[config.mk]
export PLATFORM = sky130hd
export DESIGN_NAME = mult_seq_control_flat
export DESIGN_NICKNAME = d
export VERILOG_FILES = /design/src/rtl/mult_pkg.sv /design/src/rtl/mult_seq_control_if.sv /design/src/rtl/mult_seq_control_btn_sync.sv /design/src/rtl/mult_seq_control.sv /design/src/flat_wrapper.sv
export SDC_FILE = /design/constraint.sdc
export NUM_CORES = 1
export LEC_CHECK = 0
export CAP_MARGIN = 25
export CORE_UTILIZATION = 30
export DETAILED_ROUTE_END_ITERATION = 7
export PLACE_DENSITY_LB_ADDON = 0.1
export SYNTH_ARGS = -nofsm -noshare
export SYNTH_HDL_FRONTEND = slang
export SYNTH_SLANG_ARGS = --single-unit
[constraint.sdc]
create_clock -name Clk -period 4.2 [get_ports Clk]
set_clock_uncertainty 0.15 [all_clocks]
set_input_delay 0.84 -clock Clk [delete_from_list [all_inputs] [get_ports Clk]]
set_output_delay 0.84 -clock Clk [all_outputs]
set_load 0.1 [all_outputs]
[src/rtl/mult_pkg.sv]
// Shared types for the add-shift multiplier: datapath op encoding, controller states, width.
package mult_pkg;

   localparam int unsigned MULT_N_BITS = 8;

   typedef enum logic [2:0] {
      OP_CLR_LD = 3'b000,
      OP_HOLD   = 3'b001,
      OP_ADD    = 3'b010,
      OP_SUB    = 3'b011,
      OP_SAVE   = 3'b100,
      OP_SHIFT  = 3'b101,
      OP_START  = 3'b110
   } op_t;

   typedef enum logic [2:0] {
      S_WAIT_REL = 3'd0,
      S_IDLE     = 3'd1,
      S_CLR      = 3'd2,
      S_START    = 3'd3,
      S_ARITH    = 3'd4,
      S_SHIFT    = 3'd5,
      S_SAVE     = 3'd6,
      S_HALT     = 3'd7
   } state_t;

endpackage

[src/rtl/mult_seq_control_if.sv]
// Button/datapath/status bundle between the multiplier top level and its sequencing controller.
interface mult_seq_control_if
   import mult_pkg::*;
#(
   parameter int unsigned N_BITS = MULT_N_BITS
) ();

   localparam int unsigned CW = (N_BITS > 1) ? $clog2(N_BITS) : 1;

   logic          Run_n;
   logic          Clr_Ld_n;
   logic          M;
   op_t           Op;
   logic [CW-1:0] Count;
   logic          Busy;
   logic          Done;

   modport master (
      output Run_n, Clr_Ld_n, M,
      input  Op, Count, Busy, Done
   );

   modport slave (
      input  Run_n, Clr_Ld_n, M,
      output Op, Count, Busy, Done
   );

endinterface

[src/rtl/mult_seq_control_btn_sync.sv]
// Two-flop synchronizer for an active-low pushbutton; resets to the released level.
module btn_sync (
   input  logic Clk,
   input  logic Reset,
   input  logic d,
   output logic q
);

   logic meta;

   always_ff @(posedge Clk or negedge Reset) begin
      if (!Reset) begin
         meta <= 1'b1;
         q    <= 1'b1;
      end else begin
         meta <= d;
         q    <= meta;
      end
   end

endmodule

[src/rtl/mult_seq_control.sv]
// Sequencer for the add-shift two's-complement multiplier: one fixed-length run per Run press.
// Optional MULT_SYNC_EN puts a two-flop synchronizer on each pushbutton.
module mult_seq_control
   import mult_pkg::*;
#(
   parameter int unsigned N_BITS = MULT_N_BITS
) (
   input  logic             Clk,
   input  logic             Reset,
   mult_seq_control_if.slave bus
);

   localparam int unsigned   CW   = (N_BITS > 1) ? $clog2(N_BITS) : 1;
   localparam logic [CW-1:0] LAST = CW'(N_BITS - 1);

   logic run_n;
   logic clr_ld_n;

`ifdef MULT_SYNC_EN
   btn_sync u_run_sync (
      .Clk   (Clk),
      .Reset (Reset),
      .d     (bus.Run_n),
      .q     (run_n)
   );

   btn_sync u_clr_sync (
      .Clk   (Clk),
      .Reset (Reset),
      .d     (bus.Clr_Ld_n),
      .q     (clr_ld_n)
   );
`else
   assign run_n    = bus.Run_n;
   assign clr_ld_n = bus.Clr_Ld_n;
`endif

   state_t        state_q;
   op_t           op_q;
   logic [CW-1:0] count_q;
   logic          busy_q;
   logic          done_q;
   op_t           op_c;

   // State and registered outputs advance together so every output follows the state register.
   always_ff @(posedge Clk or negedge Reset) begin
      if (!Reset) begin
         state_q <= S_WAIT_REL;
         op_q    <= OP_HOLD;
         count_q <= '0;
         busy_q  <= 1'b0;
         done_q  <= 1'b0;
      end else begin
         case (state_q)
            S_WAIT_REL: begin
               if (run_n && clr_ld_n) begin
                  state_q <= S_IDLE;
               end
            end
            S_IDLE: begin
               if (!clr_ld_n) begin
                  state_q <= S_CLR;
                  op_q    <= OP_CLR_LD;
               end else if (!run_n) begin
                  state_q <= S_START;
                  op_q    <= OP_START;
                  count_q <= '0;
                  busy_q  <= 1'b1;
               end
            end
            S_CLR: begin
               state_q <= S_WAIT_REL;
               op_q    <= OP_HOLD;
            end
            S_START: begin
               state_q <= S_ARITH;
               op_q    <= OP_HOLD;
            end
            S_ARITH: begin
               state_q <= S_SHIFT;
               op_q    <= OP_SHIFT;
            end
            S_SHIFT: begin
               // Count saturates on the last iteration and stays there until the next START.
               if (count_q == LAST) begin
                  state_q <= S_SAVE;
                  op_q    <= OP_SAVE;
               end else begin
                  count_q <= count_q + CW'(1);
                  state_q <= S_ARITH;
                  op_q    <= OP_HOLD;
               end
            end
            S_SAVE: begin
               state_q <= S_HALT;
               op_q    <= OP_HOLD;
               busy_q  <= 1'b0;
               done_q  <= 1'b1;
            end
            S_HALT: begin
               if (run_n) begin
                  state_q <= S_IDLE;
                  done_q  <= 1'b0;
               end
            end
            default: begin
               state_q <= S_WAIT_REL;
               op_q    <= OP_HOLD;
               busy_q  <= 1'b0;
               done_q  <= 1'b0;
            end
         endcase
      end
   end

   // ARITH op follows the live multiplier LSB; the final iteration subtracts the sign weight.
   always_comb begin
      op_c = op_q;
      if (state_q == S_ARITH) begin
         if (bus.M) begin
            op_c = (count_q == LAST) ? OP_SUB : OP_ADD;
         end else begin
            op_c = OP_HOLD;
         end
      end
   end

   assign bus.Op    = op_c;
   assign bus.Count = count_q;
   assign bus.Busy  = busy_q;
   assign bus.Done  = done_q;

endmodule

[src/flat_wrapper.sv]
// flat-port wrapper written by rule: the top's interface ports become plain ports
module mult_seq_control_flat import mult_pkg::*;
#(
   parameter int unsigned N_BITS = MULT_N_BITS
)
  (Clk, Reset, bus_Run_n, bus_Clr_Ld_n, bus_M, bus_Op, bus_Count, bus_Busy, bus_Done);
  mult_seq_control_if #(.N_BITS(N_BITS)) bus_i ();
  input  logic Clk;
  input  logic Reset;
  input wire logic [$bits(bus_i.Run_n)-1:0] bus_Run_n;
  input wire logic [$bits(bus_i.Clr_Ld_n)-1:0] bus_Clr_Ld_n;
  input wire logic [$bits(bus_i.M)-1:0] bus_M;
  output wire logic [$bits(bus_i.Op)-1:0] bus_Op;
  output wire logic [$bits(bus_i.Count)-1:0] bus_Count;
  output wire logic [$bits(bus_i.Busy)-1:0] bus_Busy;
  output wire logic [$bits(bus_i.Done)-1:0] bus_Done;
  assign bus_i.Run_n = bus_Run_n;
  assign bus_i.Clr_Ld_n = bus_Clr_Ld_n;
  assign bus_i.M = bus_M;
  assign bus_Op = bus_i.Op;
  assign bus_Count = bus_i.Count;
  assign bus_Busy = bus_i.Busy;
  assign bus_Done = bus_i.Done;
  mult_seq_control #(.N_BITS(N_BITS)) u_core (.Clk(Clk), .Reset(Reset), .bus(bus_i));
endmodule
# [After elaboration in Yosys (flattened, before gate mapping)]
# Index checks and enable logic that the tools add are counted.
[totals] elab_cells=54 n_memories=0 ramBits=0 mem_bits_ro=0 regBits=11 latch_bits=0 output_inout_bits=8 input_bits=5
[op_classes] bitwise=0 n_lt_le_gt_ge=0 n_mul=0 n_div=0 n_reduce_logical=12 n_addsub=1 n_shift=0 eq_ne=14 n_mux=22
[ops] operator="$mux 3" n=12
[ops] operator="$pmux 3 s8" n=1
[ops] operator="$eq 3x3->1 const B" n=5
[ops] operator="$pmux 3 s4" n=1
[ops] operator="$ne 2x2->1 const B" n=4
[ops] operator="$eq 3x2->1 const B" n=2
[ops] operator="$pmux 3 s2" n=1
[ops] operator="$reduce_and 3->1" n=2
[ops] operator="$reduce_bool 2->1" n=3
[ops] operator="$mux 1" n=4
[ops] operator="$pmux 1 s2" n=2
[ops] operator="$reduce_and 2->1" n=2
[ops] operator="$reduce_and 4->1" n=1
[ops] operator="$reduce_bool 4->1" n=1
[ops] operator="$add 3x1->3 const B" n=1
[ops] operator="$eq 3x1->1 const B" n=1
[ops] operator="$logic_not 3->1" n=1
[ops] operator="$ne 3x3->1 const B" n=1
[ops] operator="$reduce_or 3->1" n=1
[ops] operator="$mux 2" n=1
[ops] operator="$ne 2x1->1 const B" n=1
[ops] operator="$logic_and 1x1->1" n=1

# [Logic depth before layout (Yosys ltp)]
[logic_depth] depth_word=4 ltp_mapped=5 ltp_nobuf=5

# [Worst setup path before layout]
# Ideal clock, no wire load.
[synth_path] kind="register -> output" startpoint="register u_core.count_q[0], in the netlist u_core.bus.Count[0]" endpoint="output bus_Op[0]" path_stages_with_launch=5 arrival_time_ns=2.897 t_required_ns=3.210 setup_slack_ns=0.313 n_path_buf=0 cell_sequence="dfrtp_1 -> ha_1 -> ha_1 -> inv_1 -> a31oi_1"
[synth_via] elab_chain_len=4
[synth_lines] element="from (decl)" line="mult_seq_control.sv:40" source="logic [CW-1:0] count_q;"
[synth_lines] element="from (signal assigned)" line="mult_seq_control.sv:89" source="count_q <= count_q + CW'(1);"
[synth_lines] element="$eq 3x3->1" line="mult_seq_control.sv:121" source="op_c = (count_q == LAST) ? OP_SUB : OP_ADD;"
[synth_lines] element="$mux 1" line="mult_seq_control.sv:121"
[synth_lines] element="$mux 3" line="mult_seq_control.sv:120" source="if (bus.M) begin"
[synth_lines] element="$mux 3" line="mult_seq_control.sv:119" source="if (state_q == S_ARITH) begin"
[synth_lines] element="to (decl)" line="flat_wrapper.sv:13" source="output wire logic [$bits(bus_i.Op)-1:0] bus_Op;"
# No other way between the ends.

# [Worst setup path after layout]
[layout_path] startpoint="register u_core.state_q[2]" endpoint="output bus_Op[2]"
[layout_via] elab_chain_len=2
[layout_lines] element="from (decl)" line="mult_seq_control.sv:38" source="state_t state_q;"
[layout_lines] element="from (signal assigned)" line="mult_seq_control.sv:48" source="state_q <= S_WAIT_REL;"
[layout_lines] element="from (signal assigned)" line="mult_seq_control.sv:57" source="state_q <= S_IDLE;"
[layout_lines] element="from (signal assigned)" line="mult_seq_control.sv:62" source="state_q <= S_CLR;"
[layout_lines] element="$eq 3x3->1" line="mult_seq_control.sv:119"
[layout_lines] element="$mux 3" line="mult_seq_control.sv:119"
# No other way between the ends.

==> results.cfg <==
[hold_path]
min_from = u_core.bus.Done
hold_depth = 2
hp-class = flop to flop
holdPathEnd = u_core.bus.Done

[route]
avgViaCountPerCell = 4.942
drt_iter0_drc = 10
first_pass_iters = 4
drt-total-wl_um = 1225
via_count = 509
drcViolationCount = 0
ant_nets = 0
post_drt_wl_per_cell_um = 11.89

[sta]
drv_slew = 0
worst_slack_ns = 0.7611
worst_pin_slew_ns = 0.9682
slew-limit-headroom_pct = 35.25
finalHoldViolations = 0
fmax_mhz = 290.8
post-route-min-period_ns = 3.439
grt_setup_unrepaired = false
setup_viol = 0
fin_crit_sh_pct = 81.88
setup_tns_ns = 0

[cts]
clk_pin_slew_worst_paths_ns = 0.07
clockRootBuffer = clkbuf_4
cts_tree = yes
cts_resized = 0
numClockSinks = 11
cts_setup_buffers = 0
htree_levels = 1
clock_latency_ns = 0.27
clockBufferDepth = 2
numCtsBuffers = 3
holdBufCountCts = 0

[run]
drv_cap = 0

[synthesis]
yosys_warnings = 0
synth.area.top_cells = dfrtp_1 (40%), dfstp_2 (4.2%), ha_1 (4.0%), nand3_1 (3.2%), nor2_1 (3.0%)
netlist_top_cells_count = dfrtp_1 (10), nor2_1 (5), nand3_1 (4)
ys_ff_latch = 11
postSynthAreaPerCell_um2 = 9.831
muxShareOfSynthArea_pct = 5.859
ys_async_sr_fraction_pct = 100.0
ys_seq_area_share_pct = 44.65
synth-edff-count = 0
synth_top_area_share_pct = 40.40
yosys.cell_types.count = 31
syn-num-nets = 70
synth_fa_ha_area_share_pct = 4.040
synth_top_family_by_area = compound AO/OA/AOI/OAI gates
synth_compound_area_share_pct = 20.81
ys.flop_type = dfrtp_1
syn_area_um2 = 619.3
synth-simple-area-share_pct = 20.81
yosysMostFrequentCell = dfrtp_1
synthXorXnorAreaFrac_pct = 0
netlist.top_cell.by_area = dfrtp_1
synthCells = 63

[floorplanning]
pin_count = 13
rows = 16
fp.dieH_um = 47.44
core_area_mm2 = 0.001942
start_util_pct = 31.89
dieWidth_um = 47.44
fp.dieArea_mm2 = 0.002250

[global_route]
grt_max_degree = 17
grt_pass1_wl_um = 1945
grt_util_all_layers_pct = 13.06
antenna_found_initial = 0
overflow = 0
grt_pass1_vias = 433

[place]
place_inst = 99
post_dp_cell_area_um2 = 755.7
place.gp.congestion = 0.7120
hpwl_um = 875.1
portBuffers = 12
pre_cts_slack_ns = 1.068

[cells_and_area]
num-nets-final = 84
stdcell_area_um2 = 783.3
drive_above_1_share_pct = 13.16
num_antenna_cells = 0
area_delta_synth_final_pct = 26.46
fin_cells = 103

[critical_path]
slowest_stage = clkdlybuf4s50_1
crit_chain = nor3b_1 -> nor2b_1 -> clkdlybuf4s50_1
cp.required_ns = 3.21
reg2reg_slack_ns = 2.41
reg2reg_to = u_core.bus.Count[0]
crit_path_max_fanout = 16
slowest_delay_ns = 0.98
end_kind = output pin
crit_arrival_ns = 2.45
ff2ff_path_depth = 5
start_kind = flop
crit_type = flop to output pin
worstReg2RegStart = u_core.bus.Count[0]

[run_status]
status = completed
## cell families after synthesis
| group | after synthesis |
|---|---|
| AOI/OAI and AO/OA | 18 |
| adders and majority gates | 2 |
| buffers and inverters | 6 |
| DFF | 11 |
| muxes | 3 |
| and+or+nand+nor | 23 |
## final cells by class
| type | count | area, um^2 |
|---|---|---|
| well taps | 27 | 33.78 |
| fillers | 213 | 1159 |
| repair buffers | 12 | 115.1 |
| clock buffers | 3 | 22.52 |
| inverters | 3 | 11.26 |
| flip-flops and latches | 11 | 276.5 |
| clock inverters | 1 | 5.005 |
| multi-input cells | 46 | 319.1 |
## how the worst max path moves through the flow
stage / cells after the start / start / slack (ns) / to
finish: 3 / u_core.state_q[2] / 0.76 / bus_Op[2]
global route: 3 / u_core.state_q[2] / 0.59 / bus_Op[2]
CTS: 3 / u_core.state_q[2] / 0.76 / bus_Op[2]
detailed placement: 3 / u_core.state_q[2] / 1.07 / bus_Op[2]
global placement: 3 / u_core.state_q[2] / 1.08 / bus_Op[2]
floorplan: 4 / u_core.bus.Count[0] / 0.31 / bus_Op[0]
## metrics by stage
| stage | hold slack, ns | utilization [%] |
|---|---|---|
| floorplan | 0.3619 | - |
| global placement | 0.3192 | 38.92 |
| detailed placement | 0.3202 | 38.92 |
| CTS | 0.3426 | 40.34 |
| global route | 0.3645 | 40.34 |
| finish | 0.3322 | 40.34 |
## worst max-delay path: cells and delay by family, from the launching register on
kind / cells / cell delay, ns
buffers and inverters: 1 / 0.98
DFF: 1 / 0.61
and+or+nand+nor: 2 / 0.59
## flip-flops by register name, summed over array words and instances (netlist names)
register / cells
u_core.op_q: 3
u_core.state_q: 3
u_core.bus.Busy: 1
u_core.bus.Done: 1
u_core.bus.Count: 3
## per-layer routing
layer / part of all wire [%] / vias to the layer above / global-route usage (%)
met5: 0 / - / 0
met3: 4.5 / 2 / 5.660
met4: 1.2 / 0 / 5.143
met1: 49 / 235 / 18.08
li1: - / 259 / -
met2: 45 / 13 / 17.81
## layout by cell type, fill, tap and decap left out, drive strengths merged, types with 3 or more instances in the layout
cell           synthesis  layout
dfrtp                 10      10
nand2                  3       3
clkbuf                 2       3
nor2b                  3       3
nand3                  4       4
inv                    3       3
nor2                   5       5
clkdlybuf4s50          0      10
o21ai                  3       3
Power is left out: the tool's default activity adds up to more than one toggle a clock period on the data nets, which glitch-free logic cannot reach.
